[src/rtl/slot_bus_pkg.sv]
// rtl/slot_bus_pkg.sv - shared types and constants for the cartridge slot bus controller.
package slot_bus_pkg;

  typedef enum logic [1:0] {
    IDLE   = 2'd0,
    ACCESS = 2'd1,
    HOLD   = 2'd2
  } state_t;

  localparam logic [7:0] OPEN_BUS        = 8'hFF;
  localparam int         DEF_TIMEOUT     = 15;
  localparam int         DEF_SYNC_STAGES = 2;

endpackage

[src/rtl/bus_sync.sv]
// rtl/bus_sync.sv - multi-bit flop-chain synchronizer for asynchronous bus strobes.
// Resets to all ones so idle (high) active-low strobes never glitch a cycle start.
module bus_sync #(
  parameter int WIDTH  = 1,
  parameter int STAGES = 2
) (
  input  logic             clk,
  input  logic             reset,
  input  logic [WIDTH-1:0] din,
  output logic [WIDTH-1:0] dout
);

  logic [WIDTH-1:0] stage [STAGES];

  always_ff @(posedge clk) begin
    if (reset) begin
      for (int i = 0; i < STAGES; i++) stage[i] <= '1;
    end else begin
      stage[0] <= din;
      for (int i = 1; i < STAGES; i++) stage[i] <= stage[i-1];
    end
  end

  assign dout = stage[STAGES-1];

endmodule

[src/rtl/slot_bus_ctrl.sv]
// rtl/slot_bus_ctrl.sv - cartridge slot bus cycle controller (IDLE/ACCESS/HOLD).
// Build option: define SLOT_WAIT_EN to stretch ACCESS with wait_n from its second cycle.
module slot_bus_ctrl
  import slot_bus_pkg::*;
#(
  parameter int TIMEOUT     = DEF_TIMEOUT,
  parameter int SYNC_STAGES = DEF_SYNC_STAGES
) (
  input  logic        clk,
  input  logic        reset,
  input  logic        sltsl_n,
  input  logic        rd_n,
  input  logic        wr_n,
  input  logic [15:0] addr,
  input  logic [7:0]  cdin,
  output logic        cyc_en,
  output logic        cyc_rd,
  output logic        cyc_wr,
  output logic [15:0] bus_addr,
  output logic [7:0]  bus_wdata,
  input  logic [7:0]  exp_cdout,
  input  logic        exp_busreq,
  input  logic [3:0]  slotsel,
  input  logic [3:0]  dev_ack,
  input  logic [31:0] dev_data,
  output logic [7:0]  cdout,
  output logic        busdir,
  output logic        wait_n,
  output logic        timeout_err
);

  localparam int            CW   = $clog2(TIMEOUT + 1);
  localparam logic [CW-1:0] LAST = CW'(TIMEOUT - 1);

  state_t        state, state_next;
  logic [2:0]    strobes, synced;
  logic          s_sltsl_n, s_rd_n, s_wr_n;
  logic [CW-1:0] count;
  logic          is_rd;
  logic          start, hit, expired, hold_exit;
  logic [7:0]    win_data;

  assign strobes = {sltsl_n, rd_n, wr_n};

  bus_sync #(
    .WIDTH (3),
    .STAGES(SYNC_STAGES)
  ) u_sync (
    .clk  (clk),
    .reset(reset),
    .din  (strobes),
    .dout (synced)
  );

  assign s_sltsl_n = synced[2];
  assign s_rd_n    = synced[1];
  assign s_wr_n    = synced[0];

  assign start     = !s_sltsl_n && (s_rd_n != s_wr_n);
  assign expired   = (count == LAST);
  assign hold_exit = s_sltsl_n || (s_rd_n && s_wr_n);

  // Expander response outranks devices; among devices the lowest subslot wins.
  always_comb begin
    hit      = 1'b0;
    win_data = OPEN_BUS;
    for (int i = 3; i >= 0; i--) begin
      if (slotsel[i] && dev_ack[i]) begin
        hit      = 1'b1;
        win_data = dev_data[8*i +: 8];
      end
    end
    if (exp_busreq) begin
      hit      = 1'b1;
      win_data = exp_cdout;
    end
  end

  always_ff @(posedge clk) begin
    if (reset) state <= IDLE;
    else       state <= state_next;
  end

  always_comb begin
    state_next = state;
    case (state)
      IDLE:    if (start) state_next = ACCESS;
      ACCESS: begin
        if (s_sltsl_n)           state_next = IDLE;
        else if (hit || expired) state_next = HOLD;
      end
      HOLD:    if (hold_exit) state_next = IDLE;
      default: state_next = IDLE;
    endcase
  end

  // A slot release during ACCESS aborts silently: no data, no error flag.
  always_ff @(posedge clk) begin
    if (reset) begin
      count       <= '0;
      is_rd       <= 1'b0;
      bus_addr    <= '0;
      bus_wdata   <= '0;
      cdout       <= OPEN_BUS;
      timeout_err <= 1'b0;
    end else begin
      case (state)
        IDLE: begin
          if (start) begin
            bus_addr  <= addr;
            bus_wdata <= cdin;
            is_rd     <= !s_rd_n;
            count     <= '0;
          end
        end
        ACCESS: begin
          if (!s_sltsl_n) begin
            if (hit) begin
              if (is_rd) cdout <= win_data;
            end else if (expired) begin
              if (is_rd) cdout <= OPEN_BUS;
              timeout_err <= 1'b1;
            end else begin
              count <= count + CW'(1);
            end
          end
        end
        default: ;
      endcase
    end
  end

  always_comb begin
    cyc_en = (state == ACCESS) && (count == '0);
    cyc_rd = (state != IDLE) && is_rd;
    cyc_wr = (state != IDLE) && !is_rd;
    busdir = (state == HOLD) && is_rd && !hold_exit;
`ifdef SLOT_WAIT_EN
    wait_n = !((state == ACCESS) && (count != '0));
`else
    wait_n = 1'b1;
`endif
  end

endmodule

[config.mk]
export PLATFORM = sky130hd
export DESIGN_NAME = slot_bus_ctrl
export DESIGN_NICKNAME = d
export VERILOG_FILES = /design/src/rtl/slot_bus_pkg.sv /design/src/rtl/bus_sync.sv /design/src/rtl/slot_bus_ctrl.sv
export SDC_FILE = /design/constraint.sdc
export NUM_CORES = 1
export LEC_CHECK = 0
export CAP_MARGIN = 40
export CELL_PAD_IN_SITES_DETAIL_PLACEMENT = 1
export CELL_PAD_IN_SITES_GLOBAL_PLACEMENT = 1
export CORE_MARGIN = 4
export CORE_UTILIZATION = 43
export DETAILED_ROUTE_END_ITERATION = 8
export DONT_BUFFER_PORTS = 1
export HOLD_SLACK_MARGIN = 0.08
export PLACE_DENSITY = 0.88
export SYNTH_ARGS = -nofsm -noshare
export SYNTH_HDL_FRONTEND = slang
export SYNTH_SLANG_ARGS = --single-unit
[constraint.sdc]
create_clock -name clk -period 1.9 [get_ports clk]
set_input_delay 0.38 -clock clk [delete_from_list [all_inputs] [get_ports clk]]
set_output_delay 0.38 -clock clk [all_outputs]
set_load 0.005 [all_outputs]
==> flow_summary.json <==
{
  "fp.dieH_um": 77.9,
  "grt_start_max_net_pins": 41,
  "ys_ff_latch": 46,
  "worst_setup_path_end_kind": "output pin",
  "cts_max_path_buffers": 2,
  "io_pins": 116,
  "yosysSeqAreaShare_pct": 43.8,
  "vias_per_cell": 5.75,
  "synth.largest_area_cell": "dfxtp_1",
  "clkTransAtPathRegs_ns": 0.08,
  "synth-async-reset-ratio_pct": 0,
  "p_int_uw": 1290,
  "synth_flop_cell": "dfxtp_1",
  "grtUsageTotal_pct": 18.6,
  "ctsRootBufferMaster": "clkbuf_8",
  "setup_violations": 0,
  "worst_pin_slew_ns": 0.500,
  "reg2reg_setup_slack_ns": 0.21,
  "finalCritPeriodShare_pct": 93.7,
  "final_cell_mix": "nand2_1, dfxtp_1, a21oi_1",
  "diodes": 0,
  "powerDensity_nw_per_um2": 752,
  "p_sw_uw": 387,
  "grt_setup_unrepaired": "false",
  "die_w_um": 77.9,
  "p_total_uw": 1670,
  "design_area_sq_um": 2220,
  "reg2reg_depth": 6,
  "crit_required_ns": 1.52,
  "place_congestion": 0.818,
  "overflow": 0,
  "irDropWorstVdd_mv": 0.299,
  "antenna_found_initial": 0,
  "cts_tree": "done",
  "routed_wl_mm": 5.69,
  "cap_viol_max_count": 0,
  "timing.final.crit_period_ns": 1.78,
  "final_hold_viol_count": 0,
  "final_nets": 328,
  "clock.fmax_mhz": 562,
  "slew_headroom_pct": 66.2,
  "synth_cells": 252,
  "switching_share_pct": 23.1,
  "pwr-share-seq_pct": 58.9,
  "hp-class": "input pin to register",
  "via_count": 1806,
  "synth_area_leaders": "dfxtp_1, nand2_1, a21oi_1, o32a_1, a311oi_1",
  "ant_nets": 0,
  "core_area_sq_um": 4720,
  "fp-row-count": 25,
  "place_area_sq_um": 2140,
  "synth_cell_types": 36,
  "clk_latency_ns": 0.29,
  "cts_buffers": 5,
  "syn_avg_cell_area_sq_um": 8.34,
  "combPwrFrac_pct": 6.4,
  "ctsResizeCount": 0,
  "instances_no_fill": 314,
  "setup_tns_ns": 0,
  "synth_fp_nets": 334,
  "syn_area_sq_um": 2100,
  "cts.sinks": 46,
  "drc": 0,
  "yosys_warnings": 0,
  "drt_iter0_markers": 52,
  "arrival_ns": 1.40,
  "final_common_cell": "nand2_1",
  "synth_edf_count": 0,
  "leakagePower_uw": 0.000710,
  "p_clk_share_pct": 34.6,
  "cp_max_fo": 2,
  "postCtsSetupBuffers": 0,
  "crit_slowest_cell": "nor4b_1",
  "crit_type": "register to output pin",
  "wl_per_cell_um": 18.1,
  "dp.final_hpwl_mm": 4.37,
  "maxSlewViolCount": 0,
  "critical_path.cell_chain": "ha_1 > nor4b_1 > and2_1",
  "initial_core_util_pct": 44.5,
  "die_area_sq_um": 6070,
  "grt_pass1_wl_mm": 9.06,
  "areaGrowthSynthToFinish_pct": 5.71,
  "synth_top_area_share_pct": 43.8,
  "fin_worst_skew_ns": 0.00734,
  "placed_cells": 306,
  "drt_first_pass_iters": 4,
  "grt_pass1_vias": 1854,
  "htree_levels": 2,
  "min_delay_path_depth": 1,
  "status": "finished, final reports clean",
  "cpPeakStageDelay_ns": 0.38,
  "ctsHoldBuffers": 0,
  "setup.worst_path.start_class": "register",
  "numPortBuffers": 0,
  "final_layout_size_suffix_gt1_share_pct": 9.31
}
-- cell usage after synthesis, drive strengths merged, types with 2 or more instances --
| master | number |
|---|---|
| nand2 | 59 |
| nand3b | 9 |
| nand3 | 4 |
| a311oi | 8 |
| nor4b | 3 |
| ha | 4 |
| nor2 | 14 |
| nor4 | 2 |
| and4 | 2 |
| nand4 | 2 |
| nand4b | 2 |
| a211oi | 2 |
| and2 | 11 |
| dfxtp | 46 |
| a21oi | 31 |
| or2 | 6 |
| and3 | 2 |
| inv | 2 |
| o311ai | 8 |
| o32a | 8 |
| clkbuf | 10 |
| buf | 8 |
-- registers in the layout, indices dropped and copies added, names as in the netlist --
signal and count:
u_sync.stage 6, timeout_err 1, state 2, count 4, is_rd 1, bus_addr 16, bus_wdata 8, cdout 8
-- critical path: cells and delay by family (launching register included) --
kind / cells / cell delay, ns
simple gates: 2 / 0.60
flops: 1 / 0.33
fa+ha+maj: 1 / 0.18
-- final timing paths --
kind,startpoint,to
setup / recovery,u_sync.stage[0][4],busdir
hold / removal,reset,bus_wdata[7]
setup reg to reg,count[0],cdout[4]
hold reg to reg,u_sync.stage[0][1],u_sync.stage[0][4]
-- stage by stage --
| stage | hold slack [ns] | utilization, % | setup WS, ns |
|---|---|---|---|
| 3_5_place_dp | 0.397 | 45.2 | 0.214 |
| 3_3_place_gp | 0.391 | 45.2 | 0.312 |
| 4_1_cts | 0.134 | 47.0 | 0.0822 |
| 2_1_floorplan | 0.389 | - | 0.322 |
| 6_report | 0.147 | 47.0 | 0.120 |
| 5_1_grt | 0.119 | 47.0 | 0.00319 |
-- layer usage --
layer | up-vias | GRT usage (%) | routed length [um] | share of wire (%)
met1 | 859 | 22.2 | 2310 | 41
li1 | 885 | - | - | -
met5 | - | 0 | 0 | 0
met2 | 54 | 30.9 | 2880 | 51
met3 | 8 | 6.73 | 407 | 7.2
met4 | 0 | 5.94 | 93 | 1.6
-- power by group through the flow --
stage | registers, uW | clock network [uW] | logic (uW)
floorplan | 1010 | 0 | 108
global placement | 1010 | 0 | 104
detailed placement | 1010 | 0 | 108
CTS | 986 | 608 | 108
global route | 988 | 658 | 120
finish | 985 | 579 | 107
-- logic make-up (layout without fill, tap and decap cells) --
| kind of cell | count (synthesis) | after routing | synth area share, % |
|---|---|---|---|
| other | 1 | 1 | 0.178 |
| and+or+nand+nor | 120 | 120 | 28.5 |
| adders and majority gates | 4 | 4 | 2.38 |
| AOI/OAI and AO/OA | 61 | 61 | 20.3 |
| buffers and inverters | 20 | 15 | 4.82 |
| DFF | 46 | 46 | 43.8 |
-- layout make-up --
| class | instances | area, sq um |
|---|---|---|
| fillers | 563 | 2500 |
| multi-input cells | 186 | 1090 |
| flip-flops and latches | 46 | 921 |
| well taps | 67 | 83.8 |
| clock buffers | 6 | 72.6 |
| repair buffers | 5 | 37.5 |
| clock inverters | 2 | 13.8 |
| inverters | 2 | 7.51 |
Power figures use the tool's default switching activity.
